===== config.mk =====
export PLATFORM = sky130hd
export DESIGN_NAME = imem_loader
export DESIGN_NICKNAME = d
export VERILOG_FILES = /design/src/rtl/imem_loader_pkg.sv /design/src/rtl/imem_byte_store.sv /design/src/rtl/imem_loader.sv
export SDC_FILE = /design/constraint.sdc
export NUM_CORES = 1
export LEC_CHECK = 0
export CAP_MARGIN = 40
export CORE_MARGIN = 8
export CORE_UTILIZATION = 29
export DETAILED_ROUTE_END_ITERATION = 8
export PLACE_DENSITY_LB_ADDON = 0.08
export REMOVE_ABC_BUFFERS = 1
export SETUP_SLACK_MARGIN = 0.1
export SYNTH_ARGS = -nofsm -noshare
export SYNTH_HDL_FRONTEND = slang
export SYNTH_SLANG_ARGS = --single-unit
export TNS_END_PERCENT = 5

===== constraint.sdc =====
create_clock -name clk -period 18.1 [get_ports clk]
set_input_delay 3.62 -clock clk [delete_from_list [all_inputs] [get_ports clk]]
set_output_delay 3.62 -clock clk [all_outputs]
set_load 0.01 [all_outputs]

===== src/rtl/imem_loader_pkg.sv =====
// Shared types and constants for the instruction-memory loader.
// Checksum support is selected by IMEM_LOADER_CHECKSUM_EN.
package imem_loader_pkg;

  localparam int unsigned DefaultDepth = 32;

  typedef enum logic [2:0] {
    StHdr,
    StLoad,
    StChk,
    StRun,
    StErr
  } state_e;

  function automatic int unsigned addr_width(input int unsigned depth);
    return unsigned'($clog2(depth));
  endfunction

endpackage


===== src/rtl/imem_byte_store.sv =====
// Byte-wide instruction store: one write port, combinational big-endian
// 4-byte read that wraps around the top of the array.
module imem_byte_store #(
  parameter int unsigned DEPTH = 32,
  parameter int unsigned AW    = 5
) (
  input  logic          clk,
  input  logic          rst,
  input  logic          we,
  input  logic [AW-1:0] waddr,
  input  logic [7:0]    wdata,
  input  logic [AW-1:0] raddr,
  output logic [31:0]   rdata
);

  logic [7:0] mem_q [DEPTH];

  always_ff @(posedge clk or posedge rst) begin
    if (rst) begin
      for (int unsigned i = 0; i < DEPTH; i++) begin
        mem_q[i] <= 8'd0;
      end
    end else if (we) begin
      mem_q[waddr] <= wdata;
    end
  end

  // Index arithmetic stays AW bits wide, so addresses wrap mod DEPTH.
  logic [AW-1:0] raddr1, raddr2, raddr3;

  always_comb begin
    raddr1 = raddr + AW'(1);
    raddr2 = raddr + AW'(2);
    raddr3 = raddr + AW'(3);
    rdata  = {mem_q[raddr], mem_q[raddr1], mem_q[raddr2], mem_q[raddr3]};
  end

endmodule


===== src/rtl/imem_loader.sv =====
// Instruction-memory loader: length-prefixed byte stream into the store,
// cpu_run once complete. Optional checksum byte via IMEM_LOADER_CHECKSUM_EN.
module imem_loader
  import imem_loader_pkg::*;
#(
  parameter int unsigned DEPTH = DefaultDepth,
  localparam int unsigned AW   = addr_width(DEPTH)
) (
  input  logic          clk,
  input  logic          rst,
  input  logic [7:0]    in_data,
  input  logic          in_valid,
  output logic          in_ready,
  input  logic          load_req,
  input  logic [AW-1:0] fetch_addr,
  output logic [31:0]   fetch_data,
  output logic          cpu_run,
  output logic          load_err,
  output logic [AW:0]   load_count
);

  localparam logic [AW:0] CountOne = (AW + 1)'(1);
  localparam logic [8:0]  DepthLen = 9'(DEPTH);

  state_e      state_q, state_d;
  logic [AW:0] count_q, count_d;
  logic [AW:0] len_q, len_d;
  logic [8:0]  hdr_len;
  logic        accept;
  logic        wr_en;

`ifdef IMEM_LOADER_CHECKSUM_EN
  logic [7:0] sum_q, sum_d;

  always_ff @(posedge clk or posedge rst) begin
    if (rst) begin
      sum_q <= 8'd0;
    end else begin
      sum_q <= sum_d;
    end
  end
`endif

  always_ff @(posedge clk or posedge rst) begin
    if (rst) begin
      state_q <= StHdr;
      count_q <= '0;
      len_q   <= '0;
    end else begin
      state_q <= state_d;
      count_q <= count_d;
      len_q   <= len_d;
    end
  end

  // A zero length byte stands for a full store.
  assign hdr_len = (in_data == 8'd0) ? DepthLen : {1'b0, in_data};
  assign accept  = in_valid && in_ready;

  always_comb begin
    state_d = state_q;
    count_d = count_q;
    len_d   = len_q;
    wr_en   = 1'b0;
`ifdef IMEM_LOADER_CHECKSUM_EN
    sum_d   = sum_q;
`endif
    if (load_req) begin
      state_d = StHdr;
      count_d = '0;
`ifdef IMEM_LOADER_CHECKSUM_EN
      sum_d   = 8'd0;
`endif
    end else if (accept) begin
      unique case (state_q)
        StHdr: begin
          count_d = '0;
          if (hdr_len > DepthLen) begin
            state_d = StErr;
          end else begin
            len_d   = hdr_len[AW:0];
            state_d = StLoad;
          end
        end
        StLoad: begin
          wr_en   = 1'b1;
          count_d = count_q + CountOne;
`ifdef IMEM_LOADER_CHECKSUM_EN
          sum_d   = sum_q + in_data;
          if (count_d == len_q) state_d = StChk;
`else
          if (count_d == len_q) state_d = StRun;
`endif
        end
`ifdef IMEM_LOADER_CHECKSUM_EN
        StChk: state_d = ((sum_q + in_data) == 8'd0) ? StRun : StErr;
`endif
        default: ;
      endcase
    end
  end

  always_comb begin
    in_ready = 1'b0;
    cpu_run  = 1'b0;
    load_err = 1'b0;
    unique case (state_q)
      StHdr, StLoad, StChk: in_ready = 1'b1;
      StRun:                cpu_run  = 1'b1;
      StErr:                load_err = 1'b1;
      default: ;
    endcase
  end

  assign load_count = count_q;

  imem_byte_store #(
    .DEPTH(DEPTH),
    .AW   (AW)
  ) u_store (
    .clk  (clk),
    .rst  (rst),
    .we   (wr_en),
    .waddr(count_q[AW-1:0]),
    .wdata(in_data),
    .raddr(fetch_addr),
    .rdata(fetch_data)
  );

endmodule


After elaboration in Yosys (flattened, before gate mapping)
Index checks and enable logic that the tools add are counted.
{ "op_classes": {"bitwise_logic": 7, "eq_ne": 6, "muxes": 30, "n_addsub": 4, "magnitude_cmp": 7, "reduce_logical": 10} }
{ "ops": {"columns": ["cell", "n"], "rows": [
  ["256-bit bitwise mux", 1],
  ["8-bit binary-select mux with 5-bit select", 4],
  ["8-bit two-way mux", 10],
  ["8-bit demux with 5-bit select", 1],
  ["6-bit greater-or-equal comparator, second input constant", 5],
  ["5-bit NOT with 6-bit output", 5],
  ["3-bit two-way mux", 4],
  ["6-bit two-way mux", 2],
  ["6-bit case mux with 2 select lines", 1],
  ["5-bit by 2-bit adder with 5-bit output, second input constant", 2],
  ["8-bit by 6-bit > comparator with 1-bit output, second input constant", 1],
  ["8-bit logical NOT", 1],
  ["6-bit by 1-bit adder with 6-bit output, second input constant", 1],
  ["3-bit by 2-bit equality test with 1-bit output, second input constant", 2],
  ["6-bit equality test", 1],
  ["6-bit by 1-bit less-than comparator with 1-bit output, second input constant", 1],
  ["1-bit two-way mux", 6],
  ["3-bit case mux with 2 select lines", 1],
  ["5-bit by 1-bit adder with 5-bit output, second input constant", 1],
  ["4-bit AND reduction", 1],
  ["3-bit by 1-bit equality test with 1-bit output, second input constant", 1],
  ["3-bit equality test, second input constant", 1],
  ["3-bit logical NOT", 1],
  ["3-bit != test, second input constant", 1],
  ["7 further kinds", 9]
]} }
{ "word_totals": {"out_inout_bits": 41, "reg_bits": 271} }

Longest topological paths before layout
{ "logic_depth": {"word_depth": 7, "ltp_mapped": 12} }

Hierarchy
From an unflattened synthesis, not the netlist that was laid out.
{ "hier_totals": {"hier_cells": 1267, "hier_area_um2": 18659.1} }
{ "by_module_without_submodules": {"columns": ["module", "area_per_inst_um2", "cells_each", "instances", "seq_area_each_um2"], "rows": [
  ["imem_byte_store", 17778.3, 1182, 1, 6406.1],
  ["imem_loader", 880.8, 85, 1, 375.4]
]} }

Worst setup path after synthesis
OpenSTA, ideal clock, no wires.
{ "synth_path": {"kind": "in2out", "from": "in fetch_addr[0]", "to": "out fetch_data[7]", "n_path_buf": 4, "required_time_ns": 14.480, "slack_ns": 8.416, "cell_stages": 10, "t_arrival_ns": 6.064, "path_cell_list": "buf_4 inv_4 buf_4 buf_2 ha_1 xnor2_4 buf_6 mux4_2 mux2_2 mux4_2"} }
{ "synth_between": {"elab_chain_cells": 5} }
{ "synth_lines": {"columns": ["element", "line_no", "source"], "rows": [
  ["from (decl)", "imem_loader.sv:15", "input logic [AW-1:0] fetch_addr,"],
  ["5-bit by 2-bit adder with 5-bit output", "imem_byte_store.sv:34", "raddr3 = raddr + AW'(3);"],
  ["5-bit NOT with 6-bit output (not written as such)", "imem_byte_store.sv:35", "rdata = {mem_q[raddr], mem_q[raddr1], mem_q[raddr2], mem_q[raddr3]};"],
  ["8-bit binary-select mux with 5-bit select", "imem_byte_store.sv:35", null],
  ["8-bit two-way mux (not written as such) (2 in a row)", "imem_byte_store.sv:35", null],
  ["to (decl)", "imem_loader.sv:16", "output logic [31:0] fetch_data,"]
]} }
No other way between the ends. The select of a mux whose other input is x is not followed.

Final worst setup path
{ "layout_path": {"from": "in fetch_addr[0]", "to": "out fetch_data[23]"} }
{ "layout_between": {"elab_chain_cells": 5} }
{ "layout_lines": {"columns": ["element", "line_no", "source"], "rows": [
  ["5-bit by 1-bit adder with 5-bit output", "imem_byte_store.sv:32", "raddr1 = raddr + AW'(1);"],
  ["5-bit NOT with 6-bit output (not written as such)", "imem_byte_store.sv:35", null],
  ["8-bit binary-select mux with 5-bit select", "imem_byte_store.sv:35", null],
  ["8-bit two-way mux (not written as such) (2 in a row)", "imem_byte_store.sv:35", null]
]} }
No other way between the ends. The select of a mux whose other input is x is not followed.

==> run metrics <==
Final setup violation count 0; cell count after synthesis roughly 1300; RSZ-0062 raised after global routing no; most frequent cells in the layout 271 x dfrtp_1, 262 x mux2_2, 254 x mux4_2; Synth Register Bits ~270; WP data arrival 7.81 ns; Syn. warnings 0; core area 0.0654 mm²; Initial Utilization 29.1%; fin crit share between 60% and 70%; # DRC 0; Setup TNS Final 0 ns; Post-layout nets roughly 1300; status complete, no violations; # rows 94; worst skew pair latency between 0.5 and 0.6 ns; largest net degree at the start of global routing 160; first-pass GRT wire length between 90000 and 100000 µm; via density per instance between 5 and 6; CTS Hold Bufs 0; Pint about 0.0011 W; clock sinks 271; top fanout value on the critical path a little under 90; Setup WS pre-CTS 6.58 ns; die area 0.0740 mm²; Sequential Power Share between 40 and 50%; leakage power between 9 and 10 nW; dominant cells by area after synthesis dfrtp_1 36%, mux4_2 30%, mux2_2 16%; CTS tree done; clock skew around 0.016 ns; commonest non-fill, non-tap cell in the layout dfrtp_1; RePlAce Congestion slightly below 0.8; Final min period ~11 ns; Worst setup EP type output port; GRT Total Usage between 15 and 20%; Synth Flop Type dfrtp_1; WL per Instance between 30 and 40 µm; dpl cells around 2100; clock root buffer clkbuf_16; Fillers between 6000 and 7000; DRT iter0 DRCs ~950; final hold vios 0; dominant cell type by area after synthesis dfrtp_1; PnR worst setup slack around 6.7 ns; Synth cell types 60; Clock Tree Buf Depth 3; Seq/Total Area, Yosys between 30% and 40%; initial antenna violation count 0; reg2reg setup slack approximately 15 ns; Async SR Flop Fraction between 90% and 100%; Post-CTS Setup Bufs 0; I/O pins between 50 and 60; Slew headroom between 30% and 40%; Die Y 272 µm; syn avg cell area between 10 and 15 µm²; Yosys top cell area share between 30 and 40%; Final HPWL DP roughly 44000 µm; layout cell share with drive strength beyond 1 a little under half; routed vias about 13000; Peak VDD IR between 0.00004 and 0.00005 V; P_sw between 0.0004 and 0.0005 W; Pins Over Slew Limit 0; post-route insts no fill approximately 2200; CP Class input port to output port; I/O Buffers 57; die width between 200 and 300 µm; grt ovf 0; Post-synth EDFFs 0; clock slew at reported path FFs about 0.050 ns; Pwr Density roughly 73 mW/mm²; Comb pwr share about 15%; routed wire length 66500 µm; vias in the first global route about 13000; Slew @ Worst Pin ~0.95 ns; CTS resizes 0; Sw Ratio 28.0%; CP Launch Type input port; worst hold path class flop to flop; number of CTS-inserted buffers 37; highest clock rate ~90 MHz; Area Growth Syn to Fin 13.5%; max cap viols 0; H-tree levels 2; Post-Syn Area ~0.019 mm²; Final ANT Viol Nets 0; Required @ worst endpoint 14.48 ns; Inserted Diodes 0; Clock Power Share between 40% and 50%; Hold WS 0.541 ns; router iterations before antenna repair 5
==> Yosys cell counts (7+ instances only) <==
master / count
dfrtp_1: 271
mux2i_1: 55
a211oi_1: 13
buf_2: 30
buf_6: 11
buf_4: 16
clkbuf_1: 55
nand2_1: 60
ha_1: 8
nor2_1: 33
mux2_1: 51
mux4_2: 254
o21ai_0: 7
a22o_1: 8
a21oi_1: 21
mux2_2: 262
o21ai_1: 7
nand3_1: 7
and2_1: 10
a221oi_1: 8
nand2b_1: 11
nor2b_1: 9
==> critical path, stage by stage <==
cell	delay [ns]
buf_8	0.51
inv_4	0.35
ha_4	0.65
buf_4	0.61
mux4_2	0.60
mux4_2	0.45
mux2_2	0.33
clkdlybuf4s50_1	0.50
==> per-layer routing <==
layer  vias up  share of wire [%]  track usage (%)
met2       380                 45             27.0
li1       5262                  -                -
met5         -                  0                0
met1      6860                 47             26.5
met3        82                5.2             2.90
met4         0                2.8             5.10
==> through the flow <==
stage                     utilization (%)  area, µm²  power [W]
final                                33.0      21600    0.00158
after global routing                 33.0      21600    0.00165
after detailed placement             31.3      20400   0.000893
after CTS                            33.0      21600    0.00162
after floorplan                         -      18400   0.000777
after global placement               31.1      20300   0.000889
==> final timing paths <==
path / depth (start not counted) / from / end
max in group asynchronous: 4 / rst / u_store.mem_q[190]
hold / removal: 1 / len_q[0] / len_q[0]
hold reg to reg: 1 / len_q[0] / len_q[0]
min in group asynchronous: 2 / rst / u_store.mem_q[88]
setup reg to reg: 5 / state_q[1] / u_store.mem_q[121]
setup / recovery: 8 / fetch_addr[0] / fetch_data[23]
==> area by class of cell <==
class / instances / area (µm²) / share of cell area (%)
Clock buffer: 56 / 1090 / 5.05
Clock inverter: 9 / 51.3 / 0.238
Inverter: 8 / 40.0 / 0.185
Multi-Input combinational cell: 899 / 11600 / 53.8
Sequential cell: 271 / 6780 / 31.4
Tap cell: 864 / 1080 / 5.01
Timing Repair Buffer: 94 / 930 / 4.31
==> power by group through the flow <==
stage	Combinational [W]	Clock [W]	Sequential (W)
after floorplan	0.000137	0	0.000639
after global placement	0.000245	0	0.000644
after detailed placement	0.000248	0	0.000644
after CTS	0.000249	0.000733	0.000634
after global routing	0.000261	0.000756	0.000636
final	0.000243	0.000704	0.000634
==> sequential cells by signal (all words and copies together), names as in the netlist <==
signal,cells
u_store.mem_q,256
len_q,6
load_count,6
state_q,3
==> kinds of logic after synthesis <==
group / after synthesis / synth area share (%)
compound gates: 98 / 3.61
fa+ha+maj: 8 / 0.526
simple gates: 154 / 3.89
buf+inv: 125 / 3.57
xor+xnor: 15 / 0.967
flops: 271 / 35.7
mux: 624 / 51.8
Power figures use the tool's default switching activity.
